### config.mk
export PLATFORM = sky130hd
export DESIGN_NAME = bcd_conv
export DESIGN_NICKNAME = d
export VERILOG_FILES = /design/src/rtl/bcd_conv_pkg.sv /design/src/rtl/bcd_adj3.sv /design/src/rtl/bcd_conv.sv
export SDC_FILE = /design/constraint.sdc
export NUM_CORES = 1
export LEC_CHECK = 0
export ABC_AREA = 1
export CAP_MARGIN = 15
export CORE_MARGIN = 2
export CORE_UTILIZATION = 55
export DETAILED_ROUTE_END_ITERATION = 10
export MAX_ROUTING_LAYER = met4
export PLACE_DENSITY = 0.8
export SLEW_MARGIN = 20
export SYNTH_ARGS = -nofsm -noshare
export SYNTH_HDL_FRONTEND = slang
export SYNTH_SLANG_ARGS = --single-unit
### constraint.sdc
create_clock -name clk -period 2.15 [get_ports clk]
set_input_delay 0.215 -clock clk [delete_from_list [all_inputs] [get_ports clk]]
set_output_delay 0.215 -clock clk [all_outputs]
set_load 0.1 [all_outputs]
### src/rtl/bcd_conv_pkg.sv
// Shared definitions for the binary-to-BCD converter: state encoding,
// default sizes and the shift-add-3 adjust threshold.
package bcd_conv_pkg;

  typedef enum logic [1:0] {
    IDLE  = 2'd0,
    SHIFT = 2'd1,
    DONE  = 2'd2
  } state_t;

  localparam int WIDTH_DEF  = 16;
  localparam int DIGITS_DEF = 5;

  // A digit at or above this value would overflow past 9 after doubling.
  localparam logic [3:0] ADJ_THRESH = 4'd5;

  // Smallest number of decimal digits able to hold 2^width-1.
  function automatic int min_digits(input int width);
    longint unsigned max_val;
    longint unsigned pow10;
    int n;
    max_val = (longint'(1) << width) - 1;
    pow10   = 1;
    n       = 0;
    while (pow10 <= max_val) begin
      pow10 = pow10 * 10;
      n++;
    end
    return n;
  endfunction

endpackage

### src/rtl/bcd_adj3.sv
// Combinational single-digit adjust for the shift-add-3 (double dabble)
// conversion: digits >= 5 get 3 added before the next left shift.
module bcd_adj3
  import bcd_conv_pkg::*;
(
  input  logic [3:0] d,
  output logic [3:0] q
);

  assign q = (d >= ADJ_THRESH) ? d + 4'd3 : d;

endmodule

### src/rtl/bcd_conv.sv
// Sequential binary-to-BCD converter: one shift-add-3 step per clock,
// fixed WIDTH-cycle latency, single-cycle done pulse.
module bcd_conv
  import bcd_conv_pkg::*;
#(
  parameter int WIDTH  = WIDTH_DEF,
  parameter int DIGITS = DIGITS_DEF
) (
  input  logic                  clk,
  input  logic                  clr,
  input  logic                  start,
  input  logic [WIDTH-1:0]      bin,
  output logic [4*DIGITS-1:0]   bcd,
  output logic                  busy,
  output logic                  done
);

  localparam int CNT_W = $clog2(WIDTH) + 1;
  localparam int BCD_W = 4 * DIGITS;
  localparam logic [CNT_W-1:0] CNT_LAST = CNT_W'(WIDTH - 1);

  state_t state, state_nxt;

  logic [WIDTH-1:0] shreg;
  logic [BCD_W-1:0] scratch;
  logic [BCD_W-1:0] scratch_adj;
  logic [CNT_W-1:0] cnt;

  logic [WIDTH-1:0] shreg_shl;
  logic [BCD_W-1:0] scratch_shl;

  logic load;
  logic step;
  logic finish;

  // Per-digit adjust of the current scratch value.
  for (genvar g = 0; g < DIGITS; g++) begin : g_adj
    bcd_adj3 u_adj (
      .d (scratch[4*g +: 4]),
      .q (scratch_adj[4*g +: 4])
    );
  end

  // Adjusted scratch and shift register move left as one concatenated word.
  assign scratch_shl = {scratch_adj[BCD_W-2:0], shreg[WIDTH-1]};
  assign shreg_shl   = {shreg[WIDTH-2:0], 1'b0};

  // NOTE: every signal driven here gets a default first so no path leaves it
  // unassigned; otherwise synthesis infers a latch to hold the old value.
  always_comb begin
    state_nxt = state;
    load      = 1'b0;
    step      = 1'b0;
    finish    = 1'b0;
    unique case (state)
      IDLE: begin
        if (start) begin
          load      = 1'b1;
          state_nxt = SHIFT;
        end
      end
      SHIFT: begin
        step = 1'b1;
        if (cnt == CNT_LAST) begin
          finish    = 1'b1;
          state_nxt = DONE;
        end
      end
      DONE: begin
        state_nxt = IDLE;
      end
      default: begin
        state_nxt = IDLE;
      end
    endcase
  end

  // NOTE: sequential state uses non-blocking assignments so every register
  // samples pre-edge values regardless of statement order.
  always_ff @(posedge clk or posedge clr) begin
    if (clr) begin
      state <= IDLE;
    end else begin
      state <= state_nxt;
    end
  end

  always_ff @(posedge clk or posedge clr) begin
    if (clr) begin
      shreg   <= '0;
      scratch <= '0;
      cnt     <= '0;
    end else if (load) begin
      shreg   <= bin;
      scratch <= '0;
      cnt     <= '0;
    end else if (step) begin
      shreg   <= shreg_shl;
      scratch <= scratch_shl;
      cnt     <= cnt + 1'b1;
    end
  end

  // Result and handshake outputs are registered; bcd only changes on completion.
  always_ff @(posedge clk or posedge clr) begin
    if (clr) begin
      bcd  <= '0;
      busy <= 1'b0;
      done <= 1'b0;
    end else begin
      done <= finish;
      if (load) begin
        busy <= 1'b1;
      end else if (finish) begin
        busy <= 1'b0;
        bcd  <= scratch_shl;
      end
    end
  end

endmodule

==> results.txt <==
count of pins over their slew limit: 0
Synth cell types: 21
DRT Pass-1 Iters: 4
Multi-input gate area: 1274 um2
CP arrival: 1.97 ns
WL final: 6263 um
CP max FO: 18
Clock Pin Slew Worst Setup and Hold Paths: 0.07 ns
TNS Setup: 0 ns
Yosys reg bits: 65
register area share after synthesis: 51.98%
# Post-CTS Setup Buffers: 0
Non-Filler Instances: 493
via count: 2595
CP max stage delay: 0.41 ns
Max Cap Violations: 0
met2 WL: 3019 um
Detail Placement HPWL: 4216 um
Required @ worst endpoint: 2.38 ns
clk root buf: clkbuf_8
share of the synthesized area in the top cell type: 51.98%
post-cts gate resize count: 0
Core ar.: 5507 um2
vias in the first global route: 2515
Tightest Pin Transition: 0.3470 ns
CTS tree: built
Placed Area: 3487 um2
Slowest cell on crit path: dfrtp_1
Starting Density: 56.83%
Fill cells: 480
layout cells sized above 1: 12.83%
DRT iter0 DRCs: 163
clk sinks: 65
clk buf depth: 2
Cells after Synth: 373
port bufs: 40
CTS buffer count: 9
Fmax: 574.1 MHz
Worst setup EP type: register
worst hold path type: in -> async
Worst Setup Start Kind: register
mean routed wirelength per cell: 12.70 um
YS warnings: 0
I/O pin cnt: 41
met3 routed WL: 297 um
post-synth top area cell: dfrtp_1
RePlAce Congestion: 0.8536
row count: 27
CP Cell Sequence: ha_1, nand2_1, nor2_1, ha_1, nand2_2, inv_2, nand3_1, nand2_1
Syn Area/Cell: 8.389 um2
WP buf/inv: 1
Diodes inserted: 0
r2r setup slk: 0.41 ns
Post-synth top cells: nand2_1, dfrtp_1, nand3_1
Synth async-reset ratio: 100.0%
post-route cell area: 3661 um2
placed cell count: 477
Crit Path Class: reg -> reg
highest routing layer actually used: met4
ranking of synthesized cells by area: dfrtp_1, nand2_1, nand3_1, ha_1, inv_1
first-pass GRT wire length: 10670 um
RSZ-0062 raised after global routing: no
Area Overhead vs Synth: 16.99%
status: complete, no violations
die height: 79.43 um
Post-synth EDFFs: 0
Post-Syn Nets: 404
full die area: 6309 um2
Final Skew: 0.006253 ns
clock latency on the worst-skew pair: 0.34 ns
Slew Limit Headroom: 76.62%
initial antenna violation count: 0
grt ovf: 0
# hold bufs at CTS: 0
most numerous cell in the Yosys netlist: nand2_1
final setup vio count: 0
reg-to-reg endpoint: bcd[4]
Hold WS: 0.1669 ns
Remaining DRCs: 0
met1 wire length: 2853 um
FF/Latch Area: 1627 um2
r2r startpoint: cnt[0]
fin nets: 447
Final Hold Fails: 0
crit path time final: 1.742 ns
Via density: 5.264
htree depth: 3
ANT nets after route: 0
Crit path max-delay family: simple AND/OR/NAND/NOR gates
Die Width: 79.43 um
largest net degree at the start of global routing: 33
Post-synth top flop: dfrtp_1
synthesized cell area: 3129 um2
fin crit share: 81.01%
GRT Total Usage: 22.20%
R2R cell count: 8
## cell type report
type | instances | area share (%)
clock buffers | 13 | 4.340
clock inverters | 3 | 0.4101
inverters | 31 | 3.315
multi-input cells | 265 | 34.79
flip-flops and latches | 65 | 44.43
well taps | 72 | 2.461
repair buffers | 44 | 10.25
## kinds of logic (layout without fill, tap and decap cells)
family          count (synthesis)  count (layout)  share of synthesized area [%]
buf+inv                        43              91                          7.317
simple gates                  225             225                          30.95
fa+ha+maj                      12              12                          4.798
flops                          65              65                          51.98
compound gates                 28              28                          4.958
## stage by stage
stage | util (%) | setup slack, ns
finish | 66.48 | 0.4083
global route | 66.48 | 0.2194
CTS | 66.48 | 0.3921
detailed placement | 63.33 | 0.3952
global placement | 63.33 | 0.4754
floorplan | - | 0.3085
## metal layers
metal,vias to the layer above,GRT usage (%)
li1,1292,-
met1,1211,26.73
met2,81,35.63
met3,11,4.525
met4,0,11.21
met5,-,-
## worst register-to-register path, stage by stage (launching register included)
cell,delay (ns)
dfrtp_1,0.41
ha_1,0.22
nand2_1,0.08
nor2_1,0.05
ha_1,0.20
nand2_2,0.27
inv_2,0.22
nand3_1,0.13
nand2_1,0.06
## state kept, by name, indices dropped and copies added, names as in the netlist
register / flops
bcd: 20
scratch: 20
shreg: 16
cnt: 5
state: 2
busy: 1
done: 1
## worst max path at each step
| stage | from | endpoint | slack (ns) | cells past startpoint |
|---|---|---|---|---|
| 2_1_floorplan | clr | bcd[0] | 0.31 | 1 |
| 3_3_place_gp | cnt[0] | bcd[13] | 0.48 | 8 |
| 3_5_place_dp | cnt[0] | bcd[8] | 0.40 | 8 |
| 4_1_cts | cnt[0] | bcd[8] | 0.39 | 8 |
| 5_1_grt | cnt[0] | bcd[12] | 0.22 | 8 |
| 6_report | cnt[0] | bcd[4] | 0.41 | 8 |
## cell usage in the layout (no fill, tap or decap), types with 4 or more instances in the layout
cell type          n
buf_4             26
clkbuf_8          11
clkdlybuf4s50_1   18
dfrtp_1           65
ha_1              12
inv_1             26
inv_2              4
nand2_1          146
nand2_2            7
nand3_1           52
nand4_1           10
nor2_1             9
o21ai_0           16
o22ai_1            7
Power is left out: the tool's default activity adds up to more than one toggle a clock period on the data nets, which glitch-free logic cannot reach.
